### config.mk
export PLATFORM = sky130hd
export DESIGN_NAME = pcie_tl_rx_hdr_queue_flat
export DESIGN_NICKNAME = d
export VERILOG_FILES = /design/src/rtl/pcie_tl_rx_hdr_queue_if.sv /design/src/rtl/pcie_tl_rx_hdr_queue.sv /design/src/flat_wrapper.sv
export SDC_FILE = /design/constraint.sdc
export NUM_CORES = 1
export LEC_CHECK = 0
export CAP_MARGIN = 5
export CORE_MARGIN = 8
export CORE_UTILIZATION = 50
export DETAILED_ROUTE_END_ITERATION = 16
export PLACE_DENSITY = 0.75
export SLEW_MARGIN = 20
export SYNTH_ARGS = -nofsm -noshare
export SYNTH_HDL_FRONTEND = slang
export SYNTH_SLANG_ARGS = --single-unit
### constraint.sdc
create_clock -name clk -period 2.8 [get_ports clk]
set_input_delay 0.84 -clock clk [delete_from_list [all_inputs] [get_ports clk]]
set_output_delay 0.84 -clock clk [all_outputs]
set_load 0.02 [all_outputs]
### src/rtl/pcie_tl_rx_hdr_queue_if.sv
// Bundle for the RX header queue: TLP header input, decoded header output,
// error and flow-control sideband. The queue itself uses the slave modport.
interface pcie_tl_rx_hdr_queue_if #(
  parameter int TLP_W = 128,
  parameter int DEPTH = 4
);
  localparam int CNT_W = $clog2(DEPTH + 1);

  // Valid/ready rule for both streams: a transfer happens on a rising clk edge
  // where valid and ready are both 1; valid and its payload stay put until then.
  logic             tlp_valid_i;
  logic [TLP_W-1:0] tlp_i;
  logic             tlp_ready_o;

  logic             hdr_valid_o;
  logic             hdr_ready_i;
  logic             hdr_is_write_o;
  logic             hdr_is_4dw_o;
  logic [9:0]       hdr_len_o;
  logic [15:0]      hdr_req_id_o;
  logic [7:0]       hdr_tag_o;
  logic [7:0]       hdr_be_o;
  logic [63:0]      hdr_addr_o;

  logic             err_unsup_o;
  logic             fc_upd_valid_o;
  logic [CNT_W-1:0] fc_upd_cnt_o;
  logic [CNT_W-1:0] occupancy_o;

  modport master (
    output tlp_valid_i, tlp_i, hdr_ready_i,
    input  tlp_ready_o, hdr_valid_o, hdr_is_write_o, hdr_is_4dw_o, hdr_len_o,
           hdr_req_id_o, hdr_tag_o, hdr_be_o, hdr_addr_o, err_unsup_o,
           fc_upd_valid_o, fc_upd_cnt_o, occupancy_o
  );

  modport slave (
    input  tlp_valid_i, tlp_i, hdr_ready_i,
    output tlp_ready_o, hdr_valid_o, hdr_is_write_o, hdr_is_4dw_o, hdr_len_o,
           hdr_req_id_o, hdr_tag_o, hdr_be_o, hdr_addr_o, err_unsup_o,
           fc_upd_valid_o, fc_upd_cnt_o, occupancy_o
  );
endinterface

### src/rtl/pcie_tl_rx_hdr_queue.sv
// Receive TLP header queue: decodes MRd/MWr headers into a small FIFO, drops
// anything else with an error pulse, and returns header credits in batches.
module pcie_tl_rx_hdr_queue #(
  parameter int TLP_W         = 128,
  parameter int DEPTH         = 4,
  parameter int ADDR64_EN     = 1,
  parameter int FC_UPD_THRESH = 2
) (
  input  logic                  clk,
  input  logic                  rst_n,
  pcie_tl_rx_hdr_queue_if.slave bus
);
  localparam int CNT_W = $clog2(DEPTH + 1);
  localparam int PTR_W = $clog2(DEPTH);

  typedef struct packed {
    logic        is_write;
    logic        is_4dw;
    logic [9:0]  len;
    logic [15:0] req_id;
    logic [7:0]  tag;
    logic [7:0]  be;
    logic [63:0] addr;
  } hdr_t;

  logic [31:0] dw0, dw1, dw2, dw3;
  logic [2:0]  fmt;
  logic [4:0]  typ;
  logic        supported;
  hdr_t        dec;

  hdr_t             mem [DEPTH];
  logic [PTR_W-1:0] wr_ptr, rd_ptr;
  logic [CNT_W-1:0] count, count_next;
  logic [CNT_W-1:0] acc, acc_next;
  logic             push_hs, push, drop, pop, fire;
  logic             err_q, fc_valid_q;
  logic [CNT_W-1:0] fc_cnt_q;
  hdr_t             head;

  assign dw0 = bus.tlp_i[TLP_W-1  -: 32];
  assign dw1 = bus.tlp_i[TLP_W-33 -: 32];
  assign dw2 = bus.tlp_i[TLP_W-65 -: 32];
  assign dw3 = bus.tlp_i[TLP_W-97 -: 32];
  assign fmt = dw0[31:29];
  assign typ = dw0[28:24];

  logic unused_tlp_bits;
  assign unused_tlp_bits = ^{dw0[23:10], dw3[1:0]};

  always_comb begin
    supported = 1'b0;
    if (typ == 5'b00000) begin
      case (fmt)
        3'b000, 3'b010: supported = 1'b1;
        3'b001, 3'b011: supported = (ADDR64_EN != 0);
        default:        supported = 1'b0;
      endcase
    end
  end

  always_comb begin
    dec          = '0;
    dec.is_write = fmt[1];
    dec.is_4dw   = fmt[0];
    dec.len      = dw0[9:0];
    dec.req_id   = dw1[31:16];
    dec.tag      = dw1[15:8];
    dec.be       = dw1[7:0];
    dec.addr     = fmt[0] ? {dw2, dw3[31:2], 2'b00} : {32'b0, dw2[31:2], 2'b00};
  end

  // Ready comes from the registered count only, so a pop at full is seen next cycle.
  assign bus.tlp_ready_o = rst_n & (count < CNT_W'(DEPTH));
  assign push_hs         = bus.tlp_valid_i & bus.tlp_ready_o;
  assign push            = push_hs & supported;
  assign drop            = push_hs & ~supported;
  assign pop             = bus.hdr_valid_o & bus.hdr_ready_i;

  assign count_next = count + CNT_W'(push) - CNT_W'(pop);
  assign acc_next   = acc + CNT_W'(pop) + CNT_W'(drop);
  // Flush a partial batch once the queue drains so no credit is stranded.
  assign fire = (acc_next >= CNT_W'(FC_UPD_THRESH)) ||
                ((acc_next != '0) && (count_next == '0));

  always_ff @(posedge clk or negedge rst_n) begin
    if (!rst_n) begin
      for (int i = 0; i < DEPTH; i++) mem[i] <= '0;
      wr_ptr     <= '0;
      rd_ptr     <= '0;
      count      <= '0;
      acc        <= '0;
      err_q      <= 1'b0;
      fc_valid_q <= 1'b0;
      fc_cnt_q   <= '0;
    end else begin
      if (push) begin
        mem[wr_ptr] <= dec;
        wr_ptr      <= wr_ptr + 1'b1;
      end
      if (pop) rd_ptr <= rd_ptr + 1'b1;
      count      <= count_next;
      err_q      <= drop;
      fc_valid_q <= fire;
      if (fire) begin
        fc_cnt_q <= acc_next;
        acc      <= '0;
      end else begin
        acc <= acc_next;
      end
    end
  end

  assign head               = mem[rd_ptr];
  assign bus.hdr_valid_o    = (count != '0);
  assign bus.hdr_is_write_o = head.is_write;
  assign bus.hdr_is_4dw_o   = head.is_4dw;
  assign bus.hdr_len_o      = head.len;
  assign bus.hdr_req_id_o   = head.req_id;
  assign bus.hdr_tag_o      = head.tag;
  assign bus.hdr_be_o       = head.be;
  assign bus.hdr_addr_o     = head.addr;
  assign bus.err_unsup_o    = err_q;
  assign bus.fc_upd_valid_o = fc_valid_q;
  assign bus.fc_upd_cnt_o   = fc_cnt_q;
  assign bus.occupancy_o    = count;
endmodule
### src/flat_wrapper.sv
// flat-port wrapper written by rule: the top's interface ports become plain ports
module pcie_tl_rx_hdr_queue_flat 
#(
  parameter int TLP_W         = 128,
  parameter int DEPTH         = 4,
  parameter int ADDR64_EN     = 1,
  parameter int FC_UPD_THRESH = 2
)
  (clk, rst_n, bus_tlp_valid_i, bus_tlp_i, bus_hdr_ready_i, bus_tlp_ready_o, bus_hdr_valid_o, bus_hdr_is_write_o, bus_hdr_is_4dw_o, bus_hdr_len_o, bus_hdr_req_id_o, bus_hdr_tag_o, bus_hdr_be_o, bus_hdr_addr_o, bus_err_unsup_o, bus_fc_upd_valid_o, bus_fc_upd_cnt_o, bus_occupancy_o);
  pcie_tl_rx_hdr_queue_if #(.TLP_W(TLP_W), .DEPTH(DEPTH)) bus_i ();
  input  logic clk;
  input  logic rst_n;
  input wire logic [$bits(bus_i.tlp_valid_i)-1:0] bus_tlp_valid_i;
  input wire logic [$bits(bus_i.tlp_i)-1:0] bus_tlp_i;
  input wire logic [$bits(bus_i.hdr_ready_i)-1:0] bus_hdr_ready_i;
  output wire logic [$bits(bus_i.tlp_ready_o)-1:0] bus_tlp_ready_o;
  output wire logic [$bits(bus_i.hdr_valid_o)-1:0] bus_hdr_valid_o;
  output wire logic [$bits(bus_i.hdr_is_write_o)-1:0] bus_hdr_is_write_o;
  output wire logic [$bits(bus_i.hdr_is_4dw_o)-1:0] bus_hdr_is_4dw_o;
  output wire logic [$bits(bus_i.hdr_len_o)-1:0] bus_hdr_len_o;
  output wire logic [$bits(bus_i.hdr_req_id_o)-1:0] bus_hdr_req_id_o;
  output wire logic [$bits(bus_i.hdr_tag_o)-1:0] bus_hdr_tag_o;
  output wire logic [$bits(bus_i.hdr_be_o)-1:0] bus_hdr_be_o;
  output wire logic [$bits(bus_i.hdr_addr_o)-1:0] bus_hdr_addr_o;
  output wire logic [$bits(bus_i.err_unsup_o)-1:0] bus_err_unsup_o;
  output wire logic [$bits(bus_i.fc_upd_valid_o)-1:0] bus_fc_upd_valid_o;
  output wire logic [$bits(bus_i.fc_upd_cnt_o)-1:0] bus_fc_upd_cnt_o;
  output wire logic [$bits(bus_i.occupancy_o)-1:0] bus_occupancy_o;
  assign bus_i.tlp_valid_i = bus_tlp_valid_i;
  assign bus_i.tlp_i = bus_tlp_i;
  assign bus_i.hdr_ready_i = bus_hdr_ready_i;
  assign bus_tlp_ready_o = bus_i.tlp_ready_o;
  assign bus_hdr_valid_o = bus_i.hdr_valid_o;
  assign bus_hdr_is_write_o = bus_i.hdr_is_write_o;
  assign bus_hdr_is_4dw_o = bus_i.hdr_is_4dw_o;
  assign bus_hdr_len_o = bus_i.hdr_len_o;
  assign bus_hdr_req_id_o = bus_i.hdr_req_id_o;
  assign bus_hdr_tag_o = bus_i.hdr_tag_o;
  assign bus_hdr_be_o = bus_i.hdr_be_o;
  assign bus_hdr_addr_o = bus_i.hdr_addr_o;
  assign bus_err_unsup_o = bus_i.err_unsup_o;
  assign bus_fc_upd_valid_o = bus_i.fc_upd_valid_o;
  assign bus_fc_upd_cnt_o = bus_i.fc_upd_cnt_o;
  assign bus_occupancy_o = bus_i.occupancy_o;
  pcie_tl_rx_hdr_queue #(.TLP_W(TLP_W), .DEPTH(DEPTH), .ADDR64_EN(ADDR64_EN), .FC_UPD_THRESH(FC_UPD_THRESH)) u_core (.clk(clk), .rst_n(rst_n), .bus(bus_i));
endmodule
==> impl_metrics.json, run 1 <==
{
  "kind_of_critical_path": "register to primary output",
  "antenna_found_initial": 2,
  "hold_buffers": 0,
  "crit_arrival_ns": 2.13,
  "place_worst_setup_slack_ns": -0.470,
  "num_antenna_cells": 0,
  "r2r_cells": 10,
  "clkSinkCount": 439,
  "critPathCaptureType": "primary output",
  "tritoncts": "yes",
  "crit_path_start_kind": "register",
  "hold_ws_ns": 0.224,
  "tritoncts.num_buffers": 47,
  "first_global_vias": 12300,
  "grt_first_pass_wirelength_um": 70300,
  "end_of_the_critical_path": "bus_hdr_addr_o[29]",
  "post-route-min-period_ns": 2.97,
  "design.core.area_um2": 38600,
  "r2r-start": "u_core.bus.occupancy_o[1]",
  "synth.lib_cells_used.distinct": 31,
  "finalMaxSlewViolations": 0,
  "postLayoutCellArea_um2": 24700,
  "main_synth_ff_type": "dfrtp_1",
  "wl_per_cell_um": 22.2,
  "cellLeakagePower_nw": 12.3,
  "dpl_cell_area_um2": 22800,
  "transition_time_at_the_pin_with_the_least_slew_margin_ns": 0.963,
  "clk_root_buffer_cell": "clkbuf_16",
  "drt_iter0_markers": 504,
  "place_congestion": 0.748,
  "h_tree_depth": 2,
  "design.final.nets": 1572,
  "end_of_the_worst_register_to_register_path": "u_core.bus.fc_upd_cnt_o[2]",
  "timing.final.crit_share_pct": 106,
  "grt_use_total_pct": 19.8,
  "remaining_drc_errors": 0,
  "hold_class": "input port to asynchronous set/reset pin",
  "postSynthCellCount": 1160,
  "failing_checks": "negative setup slack",
  "synth.ff_latch_count": 439,
  "antenna_left": 0,
  "synth.yosys.seq_area_share_pct": 56.5,
  "die_area_um2": 45500,
  "clkTransAtPathRegs_ns": 0.06,
  "avgViaCountPerCell": 5.59,
  "power_density_nw_per_um2": 690,
  "finClkSkew_ns": 0.0177,
  "worst_slew_margin_rel_pct": 35.8,
  "post_route_cells_drive_above_1_share_pct": 55.8,
  "finalHoldViolations": 0,
  "overall_power_consumption_mw": 17.1,
  "critical_path_peak_fanout": 9,
  "vias": 11100,
  "drt_pass1_iterations": 4,
  "max-vdd-ir-drop_v": 0.000482,
  "synth_async_sr_flop_share_pct": 100,
  "fin_ws_ns": -0.173,
  "startpoint": "u_core.rd_ptr[0]",
  "synth-edff-count": 0,
  "syn_to_final_growth_pct": 27.2,
  "post_synth.cell_area_avg_um2": 16.8,
  "chipHeight_um": 213,
  "setup_violations": 102,
  "drv_cap": 0,
  "dp_hpwl_um": 27400,
  "buffer_ports.inserted": 231,
  "synthesis.yosys.warnings": 0,
  "fmaxAchievable_ghz": 0.336,
  "final_standard_cell_utilization_of_the_core_pct": 64.2,
  "status": "finished, violations left",
  "grt_setup_unrepaired": "yes",
  "cts_max_path_buffers": 3,
  "fp.dieW_um": 213,
  "required_ns": 1.96,
  "ff2ff_setup_slack_ns": 0.10,
  "grt_start_max_net_pins": 199,
  "io_pins": 250,
  "netlist_area_um2": 19400,
  "overflow": 0,
  "initial_utilization_pct": 50.4,
  "skew_pair_late_insertion_delay_ns": 0.57,
  "routed_wirelength_um": 44000,
  "floorplan.rows": 72
}
==> registers in the layout (all words and copies together) (netlist names) <==
signal	count
u_core.acc	3
u_core.bus.err_unsup_o	1
u_core.bus.fc_upd_cnt_o	3
u_core.bus.fc_upd_valid_o	1
u_core.bus.occupancy_o	3
u_core.mem	424
u_core.rd_ptr	2
u_core.wr_ptr	2
==> worst max-delay path: stages (launching register included) <==
cell and delay, ns:
dfrtp_4 0.49, buf_12 0.19, buf_12 0.16, mux4_2 0.55
buf_2 0.19
==> synth_stat cells (all sizes together) (2+ instances only) <==
cell,instances,share of area (%)
dfrtp,439,56
and2,33,1.1
fa,2,0.21
ha,7,0.45
clkbuf,19,0.37
xnor2,3,0.14
buf,59,1.4
nand4,4,0.26
mux2,455,26
mux4,106,12
nor4,2,0.14
inv,10,0.19
nand2,5,0.097
nor2b,2,0.064
==> timing repair <==
item / 4_1_cts / 5_1_grt
cloned: 4 / 1
setup endpoints to repair: 106 / 109
setup buffers: 10 / 3
pin swaps: 0 / 1
gates resized for setup: 536 / 61
==> worst min path at each step <==
stage | slack, ns | to | from | depth (start not counted)
after global routing | 0.22 | u_core.mem[425] | rst_n | 2
final | 0.22 | u_core.mem[424] | rst_n | 2
after floorplan | 0.47 | u_core.mem[179] | u_core.mem[179] | 1
after global placement | 0.48 | u_core.mem[170] | u_core.mem[170] | 1
after detailed placement | 0.49 | u_core.mem[185] | u_core.mem[185] | 1
after CTS | 0.20 | u_core.bus.fc_upd_valid_o | rst_n | 2
==> per-layer routing <==
metal  track usage [%]  routed length [um]
met5                 0                  27
met4              5.70                 963
met3              5.72                3050
met2              31.9               21200
met1              25.9               18700
==> layout by cell type (no fill, tap or decap), types with 2 or more instances in the layout <==
master,netlist,routed
xnor2_1,3,3
mux4_2,106,106
clkbuf_1,19,9
dlygate4sd2_1,0,6
buf_2,30,21
nor2b_1,2,2
inv_1,10,10
clkbuf_2,0,2
dfrtp_1,439,437
ha_1,7,6
clkinv_2,0,9
clkbuf_8,0,10
conb_1,1,4
buf_12,0,25
nand4_4,0,4
clkbuf_16,0,50
bufinv_16,0,6
mux2_2,455,455
clkdlybuf4s50_1,0,123
buf_8,0,4
buf_6,0,86
nand2_1,5,4
dfrtp_4,0,2
buf_16,0,4
and2_1,33,33
buf_4,2,24
==> through the flow <==
| stage | setup TNS, ns | cells |
|---|---|---|
| after floorplan | -0.129 | 1163 |
| after global placement | -1.86 | 1884 |
| after detailed placement | -2.07 | 1884 |
| after CTS | -16.42 | 1982 |
| after global routing | -17.23 | 1984 |
| final | -10.51 | 1984 |
==> logic make-up after synthesis <==
group	Yosys count	share of synthesized area (%)
AO/OA/AOI/OAI	3	0.109
multiplexers	561	38.6
buffers and inverters	88	1.93
flip-flops	439	56.5
AND/OR/NAND/NOR	54	1.89
adder cells (fa/ha/maj)	9	0.656
XOR/XNOR	5	0.296
other	1	0.0193
==> area by class of cell <==
cell class	instances	area [um2]
clock inverter	16	234
sequential	439	11000
fill	2794	13800
timing repair buffer	297	3280
tap	518	648
clock buffer	68	1400
inverter	10	37.5
multi-input combinational	636	8160
==> where the power goes <==
group	total [mW]	leakage [nW]	internal, mW	switching, mW
Clock	6.46	0.810	4.00	2.46
Combinational	3.91	5.35	2.14	1.78
Sequential	6.70	6.09	6.55	0.142
Total	17.1	12.3	12.7	4.38
Note: power is estimated with default switching activity, not from simulation.
==> run 2, diff against run 1 <==
--- a/config.mk
+++ b/config.mk
@@ -10,7 +10,7 @@
 export CORE_UTILIZATION = 50
 export DETAILED_ROUTE_END_ITERATION = 16
 export PLACE_DENSITY = 0.75
-export SLEW_MARGIN = 20
+export SLEW_MARGIN = 40
 export SYNTH_ARGS = -nofsm -noshare
 export SYNTH_HDL_FRONTEND = slang
 export SYNTH_SLANG_ARGS = --single-unit
==> impl_metrics.json, run 2 (same netlist as run 1, synthesis figures left out) <==
{
  "crit_path_start_kind": "register",
  "fmaxAchievable_ghz": 0.339,
  "fp.dieW_um": 213,
  "io_pins": 250,
  "ff2ff_setup_slack_ns": 0.11,
  "antenna_left": 0,
  "crit_path_frequent_cell": "buf_12",
  "failing_checks": "negative setup slack",
  "clkTransAtPathRegs_ns": 0.06,
  "first_global_vias": 12100,
  "max_ffs_per_register": 424,
  "crit_arrival_ns": 2.11,
  "dp_hpwl_um": 27600,
  "r2r-start": "u_core.bus.occupancy_o[2]",
  "finalMaxSlewViolations": 0,
  "avgViaCountPerCell": 5.55,
  "h_tree_depth": 2,
  "grt_first_pass_wirelength_um": 69200,
  "remaining_drc_errors": 0,
  "vias": 11000,
  "grt_setup_unrepaired": "yes",
  "critPathCaptureType": "primary output",
  "post-place-cells": 1885,
  "design.final.nets": 1572,
  "max-vdd-ir-drop_v": 0.000509,
  "critical_path_peak_fanout": 11,
  "post_route_cells_drive_above_1_share_pct": 55.7,
  "multiInputGateArea_um2": 8160,
  "timing.final.crit_share_pct": 105,
  "buffer_ports.inserted": 231,
  "hold_buffers": 0,
  "cts_max_path_buffers": 3,
  "path_cells": "buf_12, buf_12, mux4_2, buf_2",
  "initial_utilization_pct": 50.4,
  "wl_per_cell_um": 22.1,
  "antenna_found_initial": 2,
  "syn_to_final_growth_pct": 26.7,
  "chipHeight_um": 213,
  "crit_slowest_cell": "mux4_2",
  "cellLeakagePower_nw": 12.2,
  "tritoncts": "yes",
  "die_area_um2": 45500,
  "worst_slew_margin_rel_pct": 59.6,
  "finClkSkew_ns": 0.0147,
  "grt_start_max_net_pins": 163,
  "kind_of_critical_path": "register to primary output",
  "transition_time_at_the_pin_with_the_least_slew_margin_ns": 0.606,
  "floorplan.rows": 72,
  "overall_power_consumption_mw": 16.7,
  "post-route-min-period_ns": 2.95,
  "grt_use_total_pct": 19.5,
  "seq_area_um2": 11000,
  "hold_class": "input port to asynchronous set/reset pin",
  "setup_violations": 102,
  "overflow": 0,
  "tritoncts.num_buffers": 46,
  "clkSinkCount": 439,
  "r2r_cells": 10,
  "skew_pair_late_insertion_delay_ns": 0.57,
  "drv_cap": 0,
  "mostFrequentLayoutCell": "mux2_2",
  "drt_pass1_iterations": 4,
  "layout.cells.most_common_list": "455 x mux2_2, 437 x dfrtp_1, 123 x clkdlybuf4s50_1",
  "required_ns": 1.96,
  "fillCellCount": 2799,
  "power_density_nw_per_um2": 675,
  "design.core.area_um2": 38600,
  "end_of_the_worst_register_to_register_path": "u_core.bus.fc_upd_cnt_o[1]",
  "drt_iter0_markers": 472,
  "place_congestion": 0.748,
  "worst_path_largest_cell_delay_ns": 0.53,
  "finalHoldViolations": 0,
  "clk_root_buffer_cell": "clkbuf_16",
  "stdcell_count": 1988,
  "largest-register": "u_core.mem",
  "fin_ws_ns": -0.153,
  "hold_ws_ns": 0.223,
  "routed_wirelength_um": 43900,
  "status": "finished, violations left"
}
==> run 2: worst max-delay path: cells and delay by family, from the launching register on <==
family | cells | cell delay, ns
buffers and inverters | 3 | 0.55
multiplexers | 1 | 0.53
flip-flops | 1 | 0.46
==> run 2: report_power, final <==
part | internal (mW) | switching [mW] | total (mW)
Sequential | 6.55 | 0.135 | 6.69
Combinational | 2.13 | 1.79 | 3.92
Clock | 3.58 | 2.47 | 6.04
Total | 12.3 | 4.40 | 16.7
==> run 2: area by class of cell <==
| type | count | share of cell area, % |
|---|---|---|
| diodes | 2 | 0.0203 |
| clock buffers | 72 | 5.76 |
| clock inverters | 13 | 0.416 |
| inverters | 10 | 0.152 |
| multi-input cells | 636 | 33.1 |
| flip-flops and latches | 439 | 44.6 |
| well taps | 518 | 2.63 |
| repair buffers | 298 | 13.3 |
==> run 2: timing repair <==
| action | CTS | global route |
|---|---|---|
| setup buffers | 9 | 1 |
| gates cloned | 3 | 4 |
| setup endpoints to repair | 106 | 109 |
| pin swaps | 0 | 0 |
| resized for setup | 526 | 60 |
==> run 2: routing by layer <==
layer	vias to the layer above	wire, um	GRT usage, %
li1	4859	-	-
met1	5916	19100	25.7
met2	217	21100	31.4
met3	47	3160	5.81
met4	4	604	5.20
met5	-	22	0
==> run 2: worst max path at each step <==
stage / slack, ns / end / startpoint
2_1_floorplan: -0.13 / u_core.bus.fc_upd_cnt_o[1] / bus_tlp_i[122]
3_3_place_gp: -0.43 / u_core.bus.fc_upd_cnt_o[1] / bus_tlp_i[122]
3_5_place_dp: -0.46 / u_core.bus.fc_upd_cnt_o[1] / bus_tlp_i[122]
4_1_cts: -0.23 / bus_hdr_addr_o[23] / u_core.rd_ptr[0]
5_1_grt: -0.22 / bus_hdr_addr_o[13] / u_core.rd_ptr[0]
6_report: -0.15 / bus_hdr_addr_o[13] / u_core.rd_ptr[0]
==> run 2: through the flow <==
step	util [%]	TNS [ns]	worst slack (ns)	instance area, um2
floorplan	-	-0.129	-0.129	19500
global placement	59.2	-1.86	-0.427	22800
detailed placement	59.2	-2.07	-0.459	22800
CTS	63.2	-13.69	-0.228	24400
global route	63.9	-16.53	-0.222	24600
finish	63.9	-9.08	-0.153	24700
==> run 3, diff against run 2 <==
--- a/config.mk
+++ b/config.mk
@@ -7,9 +7,9 @@
 export LEC_CHECK = 0
 export CAP_MARGIN = 5
 export CORE_MARGIN = 8
-export CORE_UTILIZATION = 50
+export CORE_UTILIZATION = 60
 export DETAILED_ROUTE_END_ITERATION = 16
-export PLACE_DENSITY = 0.75
+export PLACE_DENSITY = 0.85
 export SLEW_MARGIN = 40
 export SYNTH_ARGS = -nofsm -noshare
 export SYNTH_HDL_FRONTEND = slang
==> constraint.sdc (replaced) <==
create_clock -name clk -period 3.5 [get_ports clk]
set_input_delay 1.05 -clock clk [delete_from_list [all_inputs] [get_ports clk]]
set_output_delay 1.05 -clock clk [all_outputs]
set_load 0.02 [all_outputs]
==> impl_metrics.json, run 3 (same netlist as run 1, synthesis figures left out) <==
{
  "drt_iter0_markers": 508,
  "hold_class": "register to register",
  "avgViaCountPerCell": 6.00,
  "clkSinkCount": 439,
  "kind_of_critical_path": "register to primary output",
  "layout.cells.most_common_list": "455 x mux2_2, 437 x dfrtp_1, 128 x clkdlybuf4s50_1",
  "largest-register": "u_core.mem",
  "power_density_nw_per_um2": 536,
  "cts_max_path_buffers": 3,
  "design.final.nets": 1546,
  "required_ns": 2.45,
  "timing.final.crit_share_pct": 98.1,
  "buffer_ports.inserted": 231,
  "remaining_drc_errors": 0,
  "setup_violations": 0,
  "finalHoldViolations": 0,
  "seq_area_um2": 11000,
  "chipHeight_um": 196,
  "grt_setup_unrepaired": "no",
  "multiInputGateArea_um2": 8140,
  "post-route-min-period_ns": 3.44,
  "grt_use_total_pct": 23.0,
  "overall_power_consumption_mw": 13.0,
  "overflow": 0,
  "io_pins": 250,
  "clkTransAtPathRegs_ns": 0.06,
  "drt_pass1_iterations": 4,
  "ff2ff_setup_slack_ns": 0.51,
  "mostFrequentLayoutCell": "mux2_2",
  "h_tree_depth": 2,
  "cellLeakagePower_nw": 12.6,
  "place_congestion": 0.782,
  "critical_path_peak_fanout": 14,
  "hold_ws_ns": 0.499,
  "floorplan.rows": 66,
  "fillCellCount": 1935,
  "worst_slew_margin_rel_pct": 60.2,
  "crit_arrival_ns": 2.39,
  "antenna_left": 0,
  "fmaxAchievable_ghz": 0.291,
  "hold_buffers": 0,
  "setup_tns_ns": 0,
  "vias": 11100,
  "max-vdd-ir-drop_v": 0.000490,
  "drv_cap": 0,
  "routed_wirelength_um": 43500,
  "design.core.area_um2": 32200,
  "finalMaxSlewViolations": 0,
  "syn_to_final_growth_pct": 24.2,
  "final_standard_cell_utilization_of_the_core_pct": 75.0,
  "crit_path_start_kind": "register",
  "post_route_cells_drive_above_1_share_pct": 47.8,
  "wl_per_cell_um": 23.6,
  "finClkSkew_ns": 0.0164,
  "status": "completed",
  "grt_first_pass_wirelength_um": 70100,
  "die_area_um2": 38400,
  "grt_start_max_net_pins": 111,
  "transition_time_at_the_pin_with_the_least_slew_margin_ns": 0.598,
  "clk_root_buffer_cell": "clkbuf_16",
  "antenna_found_initial": 1,
  "skew_pair_late_insertion_delay_ns": 0.54,
  "tritoncts": "yes",
  "critPathCaptureType": "primary output",
  "max_ffs_per_register": 424,
  "initial_utilization_pct": 60.4,
  "first_global_vias": 12400,
  "dp_hpwl_um": 27500,
  "num_antenna_cells": 0,
  "fp.dieW_um": 196,
  "tritoncts.num_buffers": 46
}
==> run 3: cell types whose count changed in the layout (fill, tap and decap cells not counted), moves of 6 or more <==
cell            previous run  this run
buf_12                    23        16
dlygate4sd2_1              7        77
buf_2                     23         1
clkbuf_1                  10         4
buf_4                     27        18
dlymetal6s2s_1             0        23
clkbuf_8                  15         8
buf_6                     83         1
==> run 3: worst max-delay path, cell delays in order (launching register included) <==
cell             delay (ns)
dfrtp_4                0.51
buf_8                  0.23
mux4_2                 0.53
clkdlybuf4s50_1        0.56
==> run 3: layout make-up <==
type,count,area share (%)
clock buffers,61,5.59
clock inverters,18,1.01
inverters,10,0.155
multi-input cells,636,33.7
flip-flops and latches,439,45.5
well taps,408,2.11
repair buffers,272,12.0
==> run 3: per-stage QoR <==
| step | instance area [um2] | setup slack (ns) | cells |
|---|---|---|---|
| 2_1_floorplan | 19500 | 0.234 | 1163 |
| 6_report | 24200 | 0.0648 | 1844 |
| 5_1_grt | 24200 | 0.00144 | 1844 |
| 3_5_place_dp | 22500 | -0.0941 | 1761 |
| 3_3_place_gp | 22500 | -0.0168 | 1759 |
| 4_1_cts | 24100 | -0.00421 | 1845 |
==> run 3: metal layers <==
layer | global-route usage (%) | vias up | wire length (um)
li1 | - | 4801 | -
met3 | 6.61 | 69 | 3210
met4 | 5.78 | 2 | 962
met2 | 37.5 | 261 | 21100
met1 | 30.2 | 5928 | 18200
met5 | 0 | - | 9
==> run 3: power by group <==
group / internal, mW / switching (mW) / total, mW
Sequential: 5.24 / 0.155 / 5.40
Combinational: 1.24 / 1.24 / 2.47
Clock: 3.14 / 1.94 / 5.08
Total: 9.62 / 3.34 / 13.0
==> run 3: what timing repair did <==
action / 4_1_cts / 5_1_grt
gates cloned: 2 / 0
setup buffers: 3 / 0
setup endpoints to repair: 106 / 47
gates resized for setup: 85 / 23
==> run 3: final timing paths <==
check	to	cells after the start	from
max	bus_hdr_addr_o[57]	3	u_core.rd_ptr[0]
min in group asynchronous	u_core.mem[350]	2	rst_n
min reg2reg	u_core.mem[111]	1	u_core.mem[111]
max in group asynchronous	u_core.mem[220]	4	rst_n
min	u_core.mem[111]	1	u_core.mem[111]
max reg2reg	u_core.bus.fc_upd_cnt_o[1]	10	u_core.bus.occupancy_o[2]
